### src/rtl/dmem_write_buffer.sv
// Posted-write buffer between the core data port and the memory write bus, with load forwarding.
// Optional: define WB_COALESCE_EN to merge a store into the youngest entry when addresses match.
module dmem_write_buffer #(
  parameter int DEPTH = 4
) (
  input  logic        clk,
  input  logic        rst,
  input  logic [31:0] cpu_addr,
  input  logic [31:0] cpu_wdata,
  input  logic        cpu_we,
  output logic [31:0] read_data,
  output logic        stall,
  output logic        wb_empty,
  output logic        bus_valid,
  output logic [31:0] bus_addr,
  output logic [31:0] bus_wdata,
  input  logic        bus_ready,
  output logic [31:0] bus_raddr,
  input  logic [31:0] bus_rdata
);
  localparam int CNT_W = $clog2(DEPTH + 1);
  localparam int PTR_W = $clog2(DEPTH);

  logic [29:0]      addr_q [DEPTH];
  logic [31:0]      data_q [DEPTH];
  logic [PTR_W-1:0] head;
  logic [PTR_W-1:0] tail;
  logic [CNT_W-1:0] count;
  logic [29:0]      cpu_word;
  logic             full;
  logic             empty;
  logic             push;
  logic             pop;
  logic             coal;
  logic [PTR_W-1:0] fwd_idx;
  logic             addr_lsb_unused;

  assign cpu_word        = cpu_addr[31:2];
  assign addr_lsb_unused = ^cpu_addr[1:0];
  assign full            = (count == CNT_W'(DEPTH));
  assign empty           = (count == '0);

`ifdef WB_COALESCE_EN
  logic [PTR_W-1:0] last;
  assign last = tail - PTR_W'(1);
  // count>=2 keeps the head (currently on the bus) out of the merge path
  assign coal = cpu_we && (count >= CNT_W'(2)) && (addr_q[last] == cpu_word);
`else
  assign coal = 1'b0;
`endif

  assign stall     = cpu_we & full & ~coal;
  assign push      = cpu_we & ~full & ~coal;
  assign pop       = ~empty & bus_ready;

  assign bus_valid = ~empty;
  assign bus_addr  = {addr_q[head], 2'b00};
  assign bus_wdata = data_q[head];
  assign wb_empty  = empty;
  assign bus_raddr = {cpu_word, 2'b00};

  // Scan oldest to youngest so the youngest match wins.
  always_comb begin
    read_data = bus_rdata;
    fwd_idx   = '0;
    for (int unsigned i = 0; i < DEPTH; i++) begin
      fwd_idx = head + PTR_W'(i);
      if ((CNT_W'(i) < count) && (addr_q[fwd_idx] == cpu_word))
        read_data = data_q[fwd_idx];
    end
  end

  always_ff @(posedge clk) begin
    if (push) begin
      addr_q[tail] <= cpu_word;
      data_q[tail] <= cpu_wdata;
    end
`ifdef WB_COALESCE_EN
    if (coal)
      data_q[last] <= cpu_wdata;
`endif
  end

  always_ff @(posedge clk) begin
    if (rst) begin
      head  <= '0;
      tail  <= '0;
      count <= '0;
    end else begin
      if (push)
        tail <= tail + PTR_W'(1);
      if (pop)
        head <= head + PTR_W'(1);
      if (push && !pop)
        count <= count + CNT_W'(1);
      else if (pop && !push)
        count <= count - CNT_W'(1);
    end
  end
endmodule

### config.mk
export PLATFORM = sky130hd
export DESIGN_NAME = dmem_write_buffer
export DESIGN_NICKNAME = d
export VERILOG_FILES = /design/src/rtl/dmem_write_buffer.sv
export SDC_FILE = /design/constraint.sdc
export NUM_CORES = 1
export LEC_CHECK = 0
export ABC_AREA = 0
export CAP_MARGIN = 5
export CORE_UTILIZATION = 40
export CTS_CLUSTER_DIAMETER = 80
export DETAILED_ROUTE_END_ITERATION = 6
export HOLD_SLACK_MARGIN = 0.05
export REMOVE_ABC_BUFFERS = 1
export SYNTH_ARGS = -nofsm -noshare
export SYNTH_HDL_FRONTEND = slang
export SYNTH_SLANG_ARGS = --single-unit
### constraint.sdc
create_clock -name clk -period 6.3 [get_ports clk]
set_input_delay 1.575 -clock clk [delete_from_list [all_inputs] [get_ports clk]]
set_output_delay 1.575 -clock clk [all_outputs]
set_load 0.05 [all_outputs]
==> impl_metrics.json, run 1 <==
{
  "start_kind": "input port",
  "holdBufCountCts": 0,
  "utilization_pct": 50.1,
  "power_density_nw_per_um2": 380,
  "tightest_slew_ps": 963,
  "crit_path_frequent_cell": "buf_12",
  "cpMaxStageDelayCell": "clkdlybuf4s50_1",
  "first_global_vias": 12600,
  "worstSetupPathType": "input port to primary output",
  "area_delta_synth_final_pct": 22.4,
  "fin_worst_skew_ps": 22.4,
  "fmax_ghz": 0.160,
  "postRouteAntennaNets": 0,
  "path_depth": 11,
  "hold_path_depth": 2,
  "synth_common_cells": "edfxtp_1 (248), mux2i_1 (147), mux4_2 (141), nor2_1 (57), nand2_1 (56)",
  "r2r_slack_ps": 3320,
  "num_vias": 12600,
  "pin_count": 231,
  "setup_violations": 0,
  "cp_max_fo": 62,
  "drt_iter0_markers": 1109,
  "die_x_um": 213,
  "place_hpwl_um": 34000,
  "cts_max_level": 1,
  "die_area_um2": 45400,
  "whs_ps": 593,
  "vias_per_cell": 5.99,
  "met1_length_um": 21600,
  "path_clk_slew_ps": 60,
  "track_usage_pct": 22.5,
  "synth-main-ff-cell": "edfxtp_1",
  "crit_arrival_ps": 4660,
  "multi_input_area_um2": 9250,
  "ff_latch_area_um2": 7640,
  "nets": 1598,
  "holdPathEnd": "tail[0]$_SDFFE_PP0P_",
  "synth_edf_count": 248,
  "period_needed_ps": 6240,
  "antenna_found_initial": 3,
  "clock-sinks": 257,
  "synth_most_common_cell": "edfxtp_1",
  "grt_pass1_wl_um": 76400,
  "fillers": 3796,
  "hold_violations": 0,
  "core_um2": 43500,
  "power_leakage_nw": 6.74,
  "status": "complete, no violations",
  "synth_seq_cells": 257,
  "yosys.area.top_type": "edfxtp_1",
  "grt-ovfl-total": 0,
  "cp-end-kind": "primary output",
  "rsz0062_at_grt": "yes",
  "post-route-period-util_pct": 99.0,
  "drive_above_1_share_pct": 25.5,
  "wirelength_um": 51300,
  "globalplace.congestion": 0.891,
  "grt_max_degree": 67,
  "maxCapViolCount": 0,
  "wl_per_cell_um": 24.5,
  "worst_ep_required_time_ps": 4720,
  "rows": 76,
  "insertion_delay_ps": 580,
  "synthTopCellsByArea": "edfxtp_1 (42%), mux4_2 (18%), mux2i_1 (8.3%)",
  "yosysUniqueCellTypes": 71,
  "port_buffers": 224,
  "fp.dieH_um": 213,
  "slew_viol_final": 0,
  "hold_class": "register to register",
  "synth_top_area_share_pct": 41.8,
  "met3_length_um": 2910,
  "relSlewSlack_pct": 35.8,
  "dr_wl_met2_um": 25600,
  "topRoutingLayerUsed": "met5",
  "avgSynthCellArea_um2": 13.5,
  "critPathBufInv": 4,
  "synthCells": 1315,
  "cts_buffers": 31,
  "critPathMaxStageDelay_ps": 580,
  "synthesis.area_um2": 17800,
  "peakVddDrop_uv": 314,
  "critPathTopFamily": "buffers and inverters",
  "cts_root_buffer": "clkbuf_16",
  "worstRegToRegCells": 5,
  "r2r-start": "count[0]$_SDFFE_PP0P_",
  "cts_tree": "yes",
  "clk_path_buf_depth": 3,
  "path_cells": "clkdlybuf4s50_1 -> clkinvlp_4 -> xnor2_1 -> a41oi_1 -> nor4_2 -> nand4_4 -> buf_12 -> a211oi_1 -> a31oi_2 -> a21oi_1 -> buf_12",
  "start_util_pct": 41.0,
  "hp-start": "tail[0]$_SDFFE_PP0P_",
  "drc": 0,
  "async_reset_ff_share_pct": 0,
  "r2r-end": "addr_q[3][14]$_DFFE_PP_",
  "firstDrtPassIters": 5,
  "ys_seq_area_share_pct": 42.8,
  "ys_warn_count": 0
}
==> report_power, final <==
part / switching, W / internal, W
Clock: 0.000685 / 0.000893
Sequential: 0.000242 / 0.00214
Combinational: 0.00251 / 0.00182
==> area by class of cell <==
type	instances	area share (%)
diodes	2	0.0230
clock buffers	38	3.68
clock inverters	17	0.396
inverters	11	0.212
multi-input cells	897	42.5
flip-flops and latches	257	35.1
well taps	585	3.36
repair buffers	291	14.8
==> tightest hold or removal path: stages (launching register included) <==
cell and delay (ps):
dfxtp_1 350, xnor2_1 170, nor2_1 40
==> worst max path at each step <==
stage	start	to	slack (ps)
4_1_cts	cpu_addr[17]	read_data[15]	10
3_3_place_gp	cpu_addr[31]	read_data[15]	-190
3_5_place_dp	cpu_addr[31]	read_data[15]	-270
5_1_grt	cpu_addr[17]	read_data[12]	-20
6_report	cpu_addr[8]	read_data[31]	60
2_1_floorplan	head[0]$_SDFFE_PP0P_	read_data[30]	-6520
==> through the flow <==
step                instances  area (um2)  power, W  setup TNS, ps  worst slack, ps
floorplan                1163       16800   0.00581        -213530            -6520
global route             2096       21800   0.00867          -57.5            -18.5
detailed placement       2037       20700   0.00677          -5390             -274
global placement         2037       20700   0.00673          -3640             -193
CTS                      2093       21600   0.00836              0             13.7
finish                   2098       21800   0.00829              0             62.5
==> metal layers <==
metal | track usage [%] | up-vias
met4 | 5.06 | 4
li1 | - | 5635
met1 | 30.0 | 6417
met2 | 39.1 | 448
met5 | 0 | -
met3 | 2.82 | 61
==> registers in the layout, indices dropped and copies added, names as in the netlist, named ones only <==
signal  flops
addr_q    120
data_q    128
count       3
tail        2
head        2
==> repair_timing <==
action | 4_1_cts | 5_1_grt
pin swaps | 0 | 2
gates resized for setup | 4 | 24
gates cloned | 1 | 1
hold endpoints to repair | 0 | 0
setup endpoints to repair | 32 | 31
buffers inserted | 0 | 2
==> layout by cell type, fill, tap and decap left out, types with 10 or more instances in the layout <==
| cell | instances |
|---|---|
| mux4_2 | 141 |
| clkbuf_16 | 31 |
| nand4_1 | 11 |
| nor4_1 | 10 |
| mux2i_1 | 147 |
| a21oi_1 | 44 |
| mux2_2 | 36 |
| o2111ai_1 | 34 |
| nand2_1 | 56 |
| buf_12 | 44 |
| clkdlybuf4s50_1 | 187 |
| or3_1 | 34 |
| xor2_1 | 50 |
| edfxtp_1 | 248 |
| o21ai_0 | 42 |
| xnor2_1 | 47 |
| buf_4 | 55 |
| a31oi_1 | 22 |
| a211oi_2 | 29 |
| nor2_1 | 57 |
| a31oi_2 | 10 |
==> cells by family after synthesis <==
kind of cell | Yosys count | synth area share (%)
AOI/OAI and AO/OA | 250 | 10.6
xor gates and xnor gates | 97 | 4.77
adders and majority gates | 9 | 0.632
buffers and inverters | 166 | 6.16
DFF | 257 | 42.8
muxes | 332 | 29.2
other | 1 | 0.0211
and+or+nand+nor | 203 | 5.73
Power figures use the tool's default switching activity.
==> run 2: changes to the inputs <==
CTS_BUF_LIST = sky130_fd_sc_hd__clkbuf_8   (was not set)
==> impl_metrics.json, run 2 (synthesized netlist as in run 1, its figures left out) <==
{
  "power_leakage_nw": 6.79,
  "postRouteAntennaNets": 0,
  "core_um2": 43500,
  "path_clk_slew_ps": 60,
  "critPathTopFamily": "buffers and inverters",
  "nets": 1615,
  "whs_ps": 592,
  "drive_above_1_share_pct": 25.6,
  "insertion_delay_ps": 600,
  "area_delta_synth_final_pct": 22.0,
  "worstRegToRegCells": 5,
  "cpMaxStageDelayCell": "clkdlybuf4s50_1",
  "hold_violations": 0,
  "r2r-end": "addr_q[3][28]$_DFFE_PP_",
  "p_int_w": 0.00477,
  "drc": 0,
  "critPathBufInv": 4,
  "setup_tns_ps": 0,
  "reg_top3": "data_q x128, addr_q x120, count x3",
  "fillers": 3825,
  "path_cells": "clkdlybuf4s50_1 -> nor2b_1 -> mux2_2 -> a311o_1 -> nor4_4 -> buf_4 -> nand3b_1 -> buf_12 -> or3_1 -> a31oi_2 -> a21oi_1 -> buf_12",
  "crit_arrival_ps": 4650,
  "start_util_pct": 41.0,
  "wirelength_um": 51800,
  "fp.dieH_um": 213,
  "grt_pass1_wl_um": 77200,
  "status": "complete, no violations",
  "r2r_slack_ps": 3350,
  "dp_cells": 2037,
  "clock-sinks": 257,
  "cts_max_level": 2,
  "grt-ovfl-total": 0,
  "port_buffers": 224,
  "setup_violations": 0,
  "place_hpwl_um": 34000,
  "rows": 76,
  "worst_ep_required_time_ps": 4720,
  "largest-register": "data_q",
  "final_cell_mix": "edfxtp_1 (248), clkdlybuf4s50_1 (189), mux2i_1 (147)",
  "endpoint": "read_data[15]",
  "mostFrequentLayoutCell": "edfxtp_1",
  "rsz0062_at_grt": "yes",
  "cts_tree": "yes",
  "relSlewSlack_pct": 35.8,
  "first_global_vias": 12800,
  "power.share.sequential_pct": 28.9,
  "peakVddDrop_uv": 269,
  "cts_root_buffer": "clkbuf_8",
  "num_vias": 12700,
  "maxCapViolCount": 0,
  "antenna_found_initial": 3,
  "cp-end-kind": "primary output",
  "vias_per_cell": 5.97,
  "final_cells": 2126,
  "switching_share_pct": 42.1,
  "clk_path_buf_depth": 3,
  "post-route-period-util_pct": 98.7,
  "grt_max_degree": 67,
  "p_sw_w": 0.00347,
  "slew_viol_final": 0,
  "start_kind": "input port",
  "track_usage_pct": 22.9,
  "largest_reg_flops": 128,
  "crit_path_frequent_cell": "buf_12",
  "comb_power_share_pct": 52.7,
  "die_x_um": 213,
  "power_density_nw_per_um2": 379,
  "pin_count": 231,
  "cp_max_fo": 64,
  "startpoint": "cpu_addr[17]",
  "fmax_ghz": 0.161,
  "r2r-start": "count[0]$_SDFFE_PP0P_",
  "hold_class": "register to register",
  "tightest_slew_ps": 963,
  "period_needed_ps": 6220,
  "path_depth": 12,
  "fin_worst_skew_ps": 14.0,
  "die_area_um2": 45400,
  "drt_iter0_markers": 1047,
  "globalplace.congestion": 0.891,
  "wl_per_cell_um": 24.4,
  "worstSetupPathType": "input port to primary output",
  "firstDrtPassIters": 5,
  "clock_power_share_pct": 18.5,
  "critPathMaxStageDelay_ps": 460,
  "cts_buffers": 47,
  "holdBufCountCts": 0
}
run 2: changes by cell type in the layout (fill, tap and decap cells not counted), sizes merged:
cell,before,now
bufinv,0,3
clkdlybuf4s50,187,189
clkinv,16,20
a21oi,53,52
buf,99,100
clkbuf,38,48
dlymetal6s2s,4,2
inv,10,22
diode,2,1
run 2: what timing repair did:
item,CTS,global route
resized for setup,4,14
pin swaps,0,3
cloned,1,1
setup endpoints to repair,32,31
buffers inserted,0,3
run 2: worst reg2reg max path, delay by kind of cell (launching register included):
kind,cells,cell delay [ps]
simple gates,1,860
buf+inv,2,580
compound gates,1,490
flops,1,440
fa+ha+maj,1,240
run 2: worst min path at each step:
stage	startpoint	slack [ps]	end	cells after the start
floorplan	count[2]$_SDFFE_PP0P_	520	count[2]$_SDFFE_PP0P_	2
global placement	tail[0]$_SDFFE_PP0P_	560	tail[0]$_SDFFE_PP0P_	2
detailed placement	tail[0]$_SDFFE_PP0P_	580	tail[0]$_SDFFE_PP0P_	2
CTS	tail[0]$_SDFFE_PP0P_	600	tail[0]$_SDFFE_PP0P_	2
global route	tail[0]$_SDFFE_PP0P_	620	tail[0]$_SDFFE_PP0P_	2
finish	tail[0]$_SDFFE_PP0P_	590	tail[0]$_SDFFE_PP0P_	2
run 2: cell type report:
| class | count | area, um2 | area share [%] |
|---|---|---|---|
| clock inverters | 36 | 226 | 1.04 |
| diodes | 1 | 2.50 | 0.0115 |
| multi-input cells | 896 | 9200 | 42.4 |
| repair buffers | 293 | 3230 | 14.9 |
| flip-flops and latches | 257 | 7640 | 35.2 |
| clock buffers | 47 | 647 | 2.98 |
| inverters | 11 | 46.3 | 0.213 |
| well taps | 585 | 732 | 3.37 |
run 2: stage by stage:
step	setup slack, ps	power [W]	utilization (%)	area [um2]
finish	79.2	0.00824	50.0	21700
global route	-4.74	0.00862	50.0	21700
CTS	14.4	0.00831	49.7	21600
detailed placement	-274	0.00677	47.6	20700
global placement	-193	0.00673	47.6	20700
floorplan	-6520	0.00581	-	16800
run 2: power by group through the flow:
stage	clock (W)	combinational, W	sequential (W)
after detailed placement	0	0.00435	0.00242
after global routing	0.00161	0.00459	0.00242
after CTS	0.00156	0.00437	0.00238
final	0.00152	0.00434	0.00238
after global placement	0	0.00433	0.00240
after floorplan	0	0.00315	0.00265
run 2: routing by layer:
layer | up-vias | GRT usage (%) | share of wire, % | wire (um)
li1 | 5686 | - | - | -
met1 | 6455 | 29.9 | 42 | 21800
met2 | 467 | 38.9 | 49 | 25500
met3 | 86 | 3.28 | 5.9 | 3080
met4 | 4 | 7.81 | 2.7 | 1420
met5 | - | 0 | 0.066 | 34
==> run 3: changes to the inputs <==
SLEW_MARGIN = 20   (was not set)
TNS_END_PERCENT = 10   (was not set)
==> impl_metrics.json, run 3 (synthesized netlist as in run 1, its figures left out) <==
{
  "post-route-period-util_pct": 98.6,
  "globalplace.congestion": 0.891,
  "power_density_nw_per_um2": 380,
  "wirelength_um": 51500,
  "fillers": 3827,
  "ff_latch_area_um2": 7640,
  "area_delta_synth_final_pct": 21.9,
  "start_kind": "input port",
  "period_needed_ps": 6210,
  "rows": 76,
  "setup_tns_ps": 0,
  "largest_reg_flops": 128,
  "largest-register": "data_q",
  "cts_max_level": 2,
  "hold_violations": 0,
  "worst_ep_required_time_ps": 4720,
  "die_area_um2": 45400,
  "drive_above_1_share_pct": 25.5,
  "nets": 1613,
  "mostFrequentLayoutCell": "edfxtp_1",
  "postRouteAntennaNets": 0,
  "track_usage_pct": 22.9,
  "power_leakage_nw": 6.77,
  "fin_worst_skew_ps": 15.1,
  "clk_path_buf_depth": 3,
  "cp-end-kind": "primary output",
  "vias_per_cell": 5.99,
  "start_util_pct": 41.0,
  "status": "complete, no violations",
  "worstSetupPathType": "input port to primary output",
  "clock-sinks": 257,
  "insertion_delay_ps": 610,
  "core_um2": 43500,
  "hold_class": "register to register",
  "cts_tree": "yes",
  "cp_max_fo": 64,
  "finalPower_w": 0.00824,
  "relSlewSlack_pct": 35.2,
  "port_buffers": 224,
  "grt_pass1_wl_um": 77200,
  "num_vias": 12700,
  "reg_top3": "data_q x128, addr_q x120, count x3",
  "cts_buffers": 47,
  "peakVddDrop_uv": 270,
  "grt-ovfl-total": 0,
  "first_global_vias": 12800,
  "holdBufCountCts": 0,
  "crit_arrival_ps": 4640,
  "fmax_ghz": 0.161,
  "drc": 0,
  "multi_input_area_um2": 9200,
  "whs_ps": 597,
  "wl_per_cell_um": 24.3,
  "die_x_um": 213,
  "final_cell_mix": "edfxtp_1 (248), clkdlybuf4s50_1 (189), mux2i_1 (147)",
  "grt_max_degree": 67,
  "tightest_slew_ps": 972,
  "pin_count": 231,
  "drt_iter0_markers": 1115,
  "fp.dieH_um": 213,
  "dpl_cell_area_um2": 20700,
  "final_cell_area_um2": 21700,
  "slew_viol_final": 0,
  "place_hpwl_um": 34000,
  "path_clk_slew_ps": 60,
  "setup_violations": 0,
  "antenna_found_initial": 3,
  "maxCapViolCount": 0,
  "cts_root_buffer": "clkbuf_8",
  "rsz0062_at_grt": "yes",
  "firstDrtPassIters": 5
}
## run 3: cell types whose count changed in the layout (fill, tap and decap cells not counted), sizes merged
cell,previous run,this run
buf,100,99
clkbuf,48,47
## run 3: routing by layer
layer / global-route usage, % / share of wire (%) / wire, um / up-vias
met4: 7.81 / 2.8 / 1420 / 4
met5: 0 / 0.066 / 34 / -
li1: - / - / - / 5682
met1: 29.9 / 42 / 21600 / 6469
met2: 38.9 / 49 / 25400 / 472
met3: 3.28 / 6.0 / 3080 / 89
## run 3: final cells by class
type                       count  area share (%)
multi-input combinational    896            42.4
sequential                   257            35.2
timing repair buffer         291            14.8
tap                          585            3.37
clock buffer                  47            2.98
clock inverter                36            1.04
inverter                      11           0.213
antenna                        1          0.0115
## run 3: path summary, 6_finish.rpt
kind / from / to / slack, ps / cells past startpoint
setup / recovery: cpu_addr[17] / read_data[15] / 90 / 12
hold reg to reg: tail[0]$_SDFFE_PP0P_ / tail[0]$_SDFFE_PP0P_ / 600 / 2
hold / removal: tail[0]$_SDFFE_PP0P_ / tail[0]$_SDFFE_PP0P_ / 600 / 2
setup reg to reg: count[0]$_SDFFE_PP0P_ / addr_q[3][28]$_DFFE_PP_ / 3340 / 5
## run 3: what timing repair did
action	4_1_cts	5_1_grt
setup buffers	0	2
endpoints found under the setup margin	32	31
pin swaps	0	1
gates resized for setup	4	12
gates cloned	1	0
## run 3: through the flow
| stage | util [%] | worst slack, ps | cells |
|---|---|---|---|
| 2_1_floorplan | - | -6520 | 1163 |
| 3_3_place_gp | 47.6 | -193 | 2037 |
| 3_5_place_dp | 47.6 | -274 | 2037 |
| 4_1_cts | 49.7 | 14.4 | 2121 |
| 5_1_grt | 49.9 | -11.3 | 2123 |
| 6_report | 49.9 | 89.3 | 2124 |
## run 3: critical path: stages
cell and delay [ps]:
clkdlybuf4s50_1 460, nor2b_1 150, mux2_2 270, a311o_1 370, nor4_4 280, buf_4 170
nand3b_1 110, buf_12 230, or3_1 410, a31oi_2 240, a21oi_1 100, buf_12 200
## run 3: power by group
group          switching, W  leakage [nW]  internal (W)
combinational       0.00252          3.92       0.00182
clock              0.000709         0.496      0.000815
sequential         0.000243          2.35       0.00214
total               0.00348          6.77       0.00477
